--- config.mk ---
export PLATFORM = sky130hd
export DESIGN_NAME = btn_conditioner
export DESIGN_NICKNAME = d
export VERILOG_FILES = /design/src/rtl/btn_conditioner.sv
export SDC_FILE = /design/constraint.sdc
export NUM_CORES = 1
export LEC_CHECK = 0
export ABC_AREA = 1
export CORE_ASPECT_RATIO = 2
export CORE_MARGIN = 8
export CORE_UTILIZATION = 53
export CTS_CLUSTER_DIAMETER = 40
export DETAILED_ROUTE_END_ITERATION = 6
export PLACE_DENSITY = 0.67
export SYNTH_ARGS = -nofsm -noshare
export SYNTH_HDL_FRONTEND = slang
export SYNTH_SLANG_ARGS = --single-unit
export TNS_END_PERCENT = 10
--- constraint.sdc ---
create_clock -name clk -period 2.7 [get_ports clk]
set_input_delay 0.54 -clock clk [delete_from_list [all_inputs] [get_ports clk]]
set_output_delay 0.54 -clock clk [all_outputs]
set_load 0.02 [all_outputs]
--- src/rtl/btn_conditioner.sv ---
// Button/switch input conditioner: 2-flop synchronizers, per-button debouncers,
// rise pulses, pause toggle, gated jump/duck controls and registered level select.
module btn_conditioner #(
  parameter int unsigned DB_CYCLES = 500000,
  parameter int unsigned CW        = $clog2(DB_CYCLES)
) (
  input  logic       clk,
  input  logic       clr,
  input  logic       pause,
  input  logic       jump,
  input  logic       duck,
  input  logic       chooselvl,
  input  logic       adj,
  input  logic [2:0] num,
  output logic       paused,
  output logic       jump_p,
  output logic       duck_l,
  output logic [2:0] level,
  output logic       level_chg
);

  localparam int NB = 5;
  localparam int BPause  = 0;
  localparam int BJump   = 1;
  localparam int BDuck   = 2;
  localparam int BChoose = 3;
  localparam int BAdj    = 4;

  localparam logic [CW-1:0] CntMax = CW'(DB_CYCLES - 1);

  logic [NB-1:0] raw;
  logic [NB-1:0] s1_q, s2_q;
  logic [2:0]    num_s1_q, num_s2_q;

  logic [NB-1:0] db_q, db_d;
  logic [NB-1:0] db_dly_q;
  logic [CW-1:0] cnt_q [NB];
  logic [CW-1:0] cnt_d [NB];
  logic [NB-1:0] rise;

  logic       paused_q, paused_d;
  logic [2:0] level_q, level_d;
  logic [2:0] level_prev_q;
  logic       level_chg_q;

  assign raw = {adj, chooselvl, duck, jump, pause};

  always_ff @(posedge clk) begin
    if (clr) begin
      s1_q     <= '0;
      s2_q     <= '0;
      num_s1_q <= '0;
      num_s2_q <= '0;
    end else begin
      s1_q     <= raw;
      s2_q     <= s1_q;
      num_s1_q <= num;
      num_s2_q <= num_s1_q;
    end
  end

  // A mismatch must persist DB_CYCLES edges; any agreement restarts the window.
  always_comb begin
    db_d = db_q;
    for (int i = 0; i < NB; i++) begin
      cnt_d[i] = cnt_q[i];
      if (s2_q[i] == db_q[i]) begin
        cnt_d[i] = '0;
      end else if (cnt_q[i] == CntMax) begin
        db_d[i]  = ~db_q[i];
        cnt_d[i] = '0;
      end else begin
        cnt_d[i] = cnt_q[i] + CW'(1);
      end
    end
  end

  always_ff @(posedge clk) begin
    if (clr) begin
      db_q     <= '0;
      db_dly_q <= '0;
      for (int i = 0; i < NB; i++) begin
        cnt_q[i] <= '0;
      end
    end else begin
      db_q     <= db_d;
      db_dly_q <= db_q;
      for (int i = 0; i < NB; i++) begin
        cnt_q[i] <= cnt_d[i];
      end
    end
  end

  assign rise = db_q & ~db_dly_q;

  assign paused_d = paused_q ^ rise[BPause];

  // Level actions see the pre-toggle pause state; adj has priority over chooselvl.
  always_comb begin
    level_d = level_q;
    if (paused_q) begin
      if (rise[BAdj]) begin
        level_d = (num_s2_q == 3'd0) ? 3'd1 : num_s2_q;
      end else if (rise[BChoose]) begin
        level_d = (level_q == 3'd7) ? 3'd1 : level_q + 3'd1;
      end
    end
  end

  always_ff @(posedge clk) begin
    if (clr) begin
      paused_q     <= 1'b1;
      level_q      <= 3'd1;
      level_prev_q <= 3'd1;
      level_chg_q  <= 1'b0;
    end else begin
      paused_q     <= paused_d;
      level_q      <= level_d;
      level_prev_q <= level_q;
      level_chg_q  <= (level_q != level_prev_q);
    end
  end

  assign paused    = paused_q;
  assign jump_p    = rise[BJump] & ~paused_q;
  assign duck_l    = db_q[BDuck] & ~paused_q;
  assign level     = level_q;
  assign level_chg = level_chg_q;

endmodule

### Word-level counts from Yosys, hierarchy flattened

Memories as Yosys holds them, arrays and structs flattened.
Index checks and enable logic that the tools add are counted.

* register bits after elaboration: 34
* latch bits: 0
* memory bits (writable): 95
* ROM bits: 0
* input port bits: 10
* output and inout bits: 7
* logic and storage cells: 84
* memories kept: 1

* add/sub/neg operators: 6
* multipliers: 0
* div/mod/pow operators: 0
* magnitude comparators: 0
* equal/unequal tests: 12
* shift-type cells: 0
* mux-type cells: 22
* bitwise operators: 21
* reductions and logical operators: 8

Memories
* cnt_q: words 5, bits a word 19, read ports 5, clocked after memory_dff 0, wr ports 5, line 37 `logic [CW-1:0] cnt_q [NB];`

Operators by type and width (count)
* 19-bit 2-to-1 mux: 15
* 19-bit by 1-bit adder with 19-bit output, second input constant: 5
* 19-bit equality test, second input constant: 5
* 3-bit 2-to-1 mux: 4
* 2-bit AND reduction: 6
* 1-bit NOT: 11
* 5-bit AND: 1
* 1-bit equality test: 5
* 5-bit NOT: 1
* 1-bit bitwise OR: 5
* 3-bit by 1-bit adder with 3-bit output, second input constant: 1
* 3-bit equality test, second input constant: 1
* 3-bit logical NOT: 1
* 1-bit 2-to-1 mux: 3
* 3-bit inequality test: 1
* 1-bit AND: 2
* 2-bit nonzero test: 1
* 1-bit bitwise XOR: 1

### Logic depth before layout (Yosys ltp)

Gate-level depths: netlist (run 1).

* word-level depth: 4
* depth in mapped cells: 9
* gate-level depth less buffers: 9

### Least setup slack after synthesis (run 1)

No wires, ideal clock.

* kind: flip-flop to flip-flop
* start: mem cnt_q[0][38] (netlist bit)
* end: mem cnt_q[0][38] (netlist bit)
* library setup time: 0.121 ns
* arrival: 1.350 ns
* data required time: 2.579 ns
* path slack: 1.228 ns
* stages on the path, launching flop included: 8
* buffers on the path: 1
* cell sequence: dfxtp_1 -> ha_1 -> nand3_1 -> nor2_1 -> nand3_1 -> nand2_2 -> buf_6 -> nor2_1

RTL lines (line)
* start, declared: 37

### Final worst setup path (run 1)

* start: reg paused_q (netlist: paused)
* end: out jump_p

* word-level cells in the longest chain between the ends: 2

Ends and longest elaborated chain
* start, declared: line 41 `logic paused_q, paused_d;`
* start signal, assigned: line 117 `paused_q <= paused_d;`
* 1-bit NOT: line 125 `assign jump_p = rise[BJump] & ~paused_q;`
* 1-bit AND: line 125
* end, declared: line 16 `output logic jump_p,`

Every way passes these cells.

==> results of run 1 <==
## power breakdown
| group | total [mW] | switching, mW | internal [mW] |
|---|---|---|---|
| Combinational | 0.0574 | 0.0330 | 0.0244 |
| Sequential | 1.91 | 0.00664 | 1.90 |
| Clock | 2.55 | 0.897 | 1.65 |
## worst max-delay path by stage
| stage | from | endpoint | slack [ns] | cells past startpoint |
|---|---|---|---|---|
| floorplan | cnt_q[0][38] | cnt_q[0][38] | 1.23 | 7 |
| global placement | clr | cnt_q[0][91] | 0.79 | 7 |
| detailed placement | clr | cnt_q[0][91] | 0.78 | 7 |
| CTS | paused | jump_p | 0.36 | 2 |
| global route | paused | jump_p | 0.32 | 2 |
| finish | paused | jump_p | 0.41 | 2 |
## logic make-up after synthesis
group                      after synthesis  synth area share
xor gates and xnor gates                45            0.0635
and+or+nand+nor                        555             0.374
adders and majority gates                7            0.0141
AOI/OAI and AO/OA                       57            0.0538
DFF                                    128             0.413
buffers and inverters                  121            0.0811
## state kept, by name, indices dropped and copies added (netlist names)
name and cells:
s1_q 5, paused 1, cnt_q 95, num_s2_q 3, level_chg 1, db_q 5, db_dly_q 4, level_prev_q 3
num_s1_q 3, s2_q 5, level 3
## per-layer routing
layer	vias up	wire length (um)	global-route usage
met3	18	381	0.0448
li1	2881	-	-
met4	0	190	0.0678
met5	-	0	0
met1	2382	5900	0.196
met2	67	5870	0.284
## metrics by stage
| step | hold slack (ns) | instances | util | worst slack, ns |
|---|---|---|---|---|
| 6_report | 0.402 | 1098 | 0.616 | 0.405 |
| 5_1_grt | 0.421 | 1098 | 0.616 | 0.321 |
| 4_1_cts | 0.402 | 1098 | 0.616 | 0.361 |
| 3_5_place_dp | 0.395 | 1066 | 0.560 | 0.776 |
| 3_3_place_gp | 0.391 | 1066 | 0.560 | 0.791 |
| 2_1_floorplan | 0.388 | 913 | - | 1.23 |
## final cells by class
| class | count | area [um2] |
|---|---|---|
| Fill cell | 1071 | 4430 |
| Multi-Input combinational cell | 664 | 3140 |
| Sequential cell | 128 | 2560 |
| Clock buffer | 17 | 425 |
| Inverter | 112 | 420 |
| Clock inverter | 15 | 230 |
| Tap cell | 145 | 181 |
| Timing Repair Buffer | 17 | 168 |
## worst max-delay path: cells and delay by family (launching register included)
family	cells	cell delay, ns
buffers and inverters	1	0.66
flip-flops	1	0.38
AND/OR/NAND/NOR	1	0.29
## placed cells by master, fill, tap and decap left out, types with 2 or more instances in the layout
master,count
or2_0,6
dfxtp_1,128
clkinv_4,2
nand3_1,60
nor3_1,8
or2_2,4
nand2_1,224
o21ai_0,18
inv_6,4
a21oi_1,32
clkdlybuf4s50_1,16
nor2_2,9
nand4_1,14
bufinv_16,5
o21bai_4,3
nand2_2,2
ha_1,7
xor2_1,29
clkinvlp_4,3
inv_1,111
nor2_1,219
clkbuf_16,17
nand3_2,3
xnor2_1,16
a31oi_1,2
nand3_4,2
==> flow_summary.json, run 1 <==
{
  "pin_count": 17,
  "worstMarginPinSlew_ns": 0.453,
  "wl_per_cell_um": 11.2,
  "maxSlewHeadroom": 0.698,
  "r2r_end": "cnt_q[0][50]",
  "die_w_um": 92.5,
  "timing_worst_setup_path_type": "flop to output pin",
  "clock.fmax_ghz": 0.436,
  "syn-num-nets": 930,
  "coreArea_mm2": 0.0116,
  "cp_max_fo": 6,
  "power_density_mw_per_mm2": 633,
  "drt_iter0_markers": 237,
  "die_h_um": 169,
  "postPlaceCellArea_mm2": 0.00647,
  "crit_path_top_delay_cell": "clkdlybuf4s50_1",
  "synth_seq_area_share": 0.413,
  "grt_max_degree": 26,
  "p_total_mw": 4.51,
  "cts.sinks": 128,
  "synthTopCellsByCount": "224 x nand2_1, 219 x nor2_1, 128 x dfxtp_1",
  "wl_mm": 12.3,
  "drive_above_1_share": 0.0619,
  "ys_ff_latch": 128,
  "area_delta_synth_final_pct": 14.9,
  "synth_ff_type": "dfxtp_1",
  "grt_pass1_wl_mm": 21.8,
  "yosys_warnings": 0,
  "r2r_start": "cnt_q[0][38]",
  "cts-root-buf": "clkbuf_16",
  "final_cell_area_mm2": 0.00713,
  "clkTransAtPathRegs_ns": 0.06,
  "hold_path_end": "num_s2_q[2]",
  "dr.pass1.iters": 4,
  "status": "completed",
  "path_cells": "nor3_1 > clkdlybuf4s50_1",
  "reg2reg_slack_ns": 0.99,
  "routed_via_density": 4.87,
  "synth_top_area_frac": 0.413,
  "power_leakage_nw": 2.40,
  "fin_nets": 957,
  "post-route-drc-count": 0,
  "rows": 56,
  "min_period_ns": 2.29,
  "min_path_type": "flop to flop",
  "hold_buffers": 0,
  "htreeDepth": 4,
  "dieArea_mm2": 0.0156,
  "fin_crit_sh": 0.850,
  "finalHoldViolCount": 0,
  "syn-cell-area_mm2": 0.00620,
  "slowest_delay_ns": 0.66,
  "setup_tns_ns": 0,
  "numCtsBuffers": 17,
  "start_util": 0.537,
  "cts_setup_buffers": 0,
  "ys_async_sr_fraction": 0,
  "syn_inst": 913,
  "vias": 5348,
  "ir_drop_uv": 563,
  "numPortBuffers": 16,
  "cts_tree": "built",
  "yosysMostFrequentCell": "nand2_1",
  "synth_edf_count": 0,
  "ctsLongestPathBuffers": 2,
  "fin_skew_ns": 0.00954,
  "cts_resized": 0,
  "drv_slew": 0,
  "crit_required_ns": 2.16,
  "globalplace.congestion": 0.871,
  "crit_arrival_ns": 1.75,
  "end_kind": "output pin",
  "cp-start-kind": "flop",
  "synthTopCellsByArea": "dfxtp_1 41%, nand2_1 14%, nor2_1 13%",
  "rsz0062_at_grt": "false",
  "hold_start": "num_s1_q[2]",
  "worstHoldPathCells": 2,
  "synth.distinct_cells": 30,
  "first_global_vias": 5125,
  "antenna_found_initial": 0,
  "n_antenna_cell": 0,
  "dp_hpwl_mm": 8.69,
  "insertion_delay_ns": 0.42,
  "grt.total_usage": 0.169,
  "syn_avg_cell_area_um2": 6.80,
  "grt.overflow.total": 0,
  "drv_cap": 0,
  "ant_nets": 0,
  "reg2regPathDepth": 6,
  "setup-violations-final": 0,
  "synth_top_area_cell": "dfxtp_1"
}
Power figures use the tool's default switching activity.
==> inputs of run 2 (changes only) <==
Clock period 2.7 ns to 2.3 ns, I/O delays scaled along.
==> run 2 against run 1 <==
- non-clock buffer count unchanged
- clock skew decreased by 0.0021 ns
- design area increased by 0.14%
- critical path type unchanged
==> flow_summary.json, run 2 (synthesized netlist as in run 1, its figures left out) <==
{
  "power_frac_clock": 0.565,
  "setup-violations-final": 0,
  "final_cell_mix": "224 x nand2_1, 219 x nor2_1, 128 x dfxtp_1, 111 x inv_1, 60 x nand3_1",
  "min_path_type": "flop to flop",
  "path_cells": "inv_1 > nor3_1 > clkdlybuf4s50_1",
  "hold_path_end": "num_s2_q[2]",
  "cts_tree": "built",
  "vias": 5328,
  "post-route-util": 0.617,
  "htreeDepth": 4,
  "min_period_ns": 2.19,
  "n_antenna_cell": 0,
  "cts_setup_buffers": 0,
  "post-route-drc-count": 0,
  "p_sw_frac": 0.190,
  "setup_tns_ns": 0,
  "fin_nets": 957,
  "p_total_mw": 5.31,
  "r2r_end": "cnt_q[0][50]",
  "place_inst": 1066,
  "clock.fmax_ghz": 0.456,
  "power_switching_mw": 1.01,
  "antenna_found_initial": 0,
  "whs_ns": 0.398,
  "slowest_delay_ns": 0.66,
  "globalplace.congestion": 0.885,
  "first_global_vias": 4953,
  "numPortBuffers": 16,
  "final_cell_count_no_fill": 1098,
  "worstMarginPinSlew_ns": 0.457,
  "final_cell_area_mm2": 0.00714,
  "grt.overflow.total": 0,
  "fin_skew_ns": 0.00740,
  "hold_start": "num_s1_q[2]",
  "grt_max_degree": 26,
  "cp_max_fo": 3,
  "end_kind": "output pin",
  "hold_buffers": 0,
  "reg2reg_slack_ns": 0.57,
  "dp_worst_setup_slack_ns": 0.456,
  "power_frac_seq": 0.422,
  "start_util": 0.537,
  "layout_commonest_cell": "nand2_1",
  "drive_above_1_share": 0.0598,
  "crit_path_top_delay_cell": "clkdlybuf4s50_1",
  "insertion_delay_ns": 0.41,
  "cts.sinks": 128,
  "ant_nets": 0,
  "combPwrFrac": 0.013,
  "pin_count": 17,
  "routed_via_density": 4.85,
  "grt.total_usage": 0.162,
  "reg2regPathDepth": 6,
  "rsz0062_at_grt": "false",
  "power_density_mw_per_mm2": 744,
  "drv_slew": 0,
  "grt_pass1_wl_mm": 20.9,
  "cts_resized": 0,
  "crit_required_ns": 1.84,
  "dieArea_mm2": 0.0156,
  "ctsLongestPathBuffers": 2,
  "cp-start-kind": "flop",
  "die_h_um": 169,
  "r2r_start": "cnt_q[0][38]",
  "status": "completed",
  "fin_crit_sh": 0.952,
  "cts-root-buf": "clkbuf_16",
  "coreArea_mm2": 0.0116,
  "drv_cap": 0,
  "maxSlewHeadroom": 0.694,
  "crit_arrival_ns": 1.73,
  "dr.pass1.iters": 4,
  "rows": 56,
  "power_leakage_nw": 2.40,
  "critPathTopFamily": "buffers and inverters",
  "dp_hpwl_mm": 8.54,
  "worstHoldPathCells": 2,
  "largest_reg_flops": 95,
  "numCtsBuffers": 17,
  "wl_mm": 12.1,
  "postPlaceCellArea_mm2": 0.00647,
  "crit_buf_inv": 2,
  "fillers": 1078,
  "clkTransAtPathRegs_ns": 0.06,
  "setup_ws_ns": 0.109,
  "p_int_mw": 4.30,
  "area_delta_synth_final_pct": 15.0,
  "die_w_um": 92.5,
  "largest-register": "cnt_q",
  "finalHoldViolCount": 0,
  "wl_per_cell_um": 11.0,
  "timing_worst_setup_path_type": "flop to output pin",
  "ir_drop_uv": 530,
  "drt_iter0_markers": 183
}
[run 2: per-layer routing]
layer | GRT usage | vias up | wire length, um | part of all wire
li1 | - | 2887 | - | -
met1 | 0.191 | 2358 | 5770 | 0.48
met2 | 0.267 | 70 | 5740 | 0.48
met3 | 0.0413 | 13 | 389 | 0.032
met4 | 0.0706 | 0 | 167 | 0.014
met5 | 0 | - | 0 | 0
[run 2: area by class of cell]
| cell class | count | area [um2] | share of cell area |
|---|---|---|---|
| well taps | 145 | 181 | 0.0254 |
| clock buffers | 23 | 488 | 0.0684 |
| inverters | 112 | 420 | 0.0589 |
| clock inverters | 9 | 178 | 0.0249 |
| repair buffers | 17 | 168 | 0.0235 |
| multi-input cells | 664 | 3140 | 0.440 |
| flip-flops and latches | 128 | 2560 | 0.359 |
[run 2: power by group through the flow]
| stage | Clock [mW] | Sequential (mW) | Combinational, mW |
|---|---|---|---|
| 6_report | 3.00 | 2.24 | 0.0669 |
| 5_1_grt | 3.15 | 2.24 | 0.0764 |
| 2_1_floorplan | 0 | 2.29 | 0.0495 |
| 3_5_place_dp | 0 | 2.29 | 0.0679 |
| 4_1_cts | 3.07 | 2.24 | 0.0682 |
| 3_3_place_gp | 0 | 2.29 | 0.0667 |
[run 2: worst register-to-register path: stages (launching register included)]
cell and delay, ns:
dfxtp_1 0.45, ha_1 0.30, nand3_1 0.13, nor2_1 0.22, nand3_1 0.12, nand2_2 0.30
nor2_1 0.09
[run 2: how the worst max path moves through the flow]
stage                       from      endpoint  slack, ns  cells past startpoint
detailed placement           clr  cnt_q[0][91]       0.46                      7
CTS                      db_q[1]        jump_p       0.07                      3
finish                   db_q[1]        jump_p       0.11                      3
floorplan           cnt_q[0][38]  cnt_q[0][38]       0.83                      7
global route             db_q[1]        jump_p       0.02                      3
global placement             clr  cnt_q[0][91]       0.48                      7
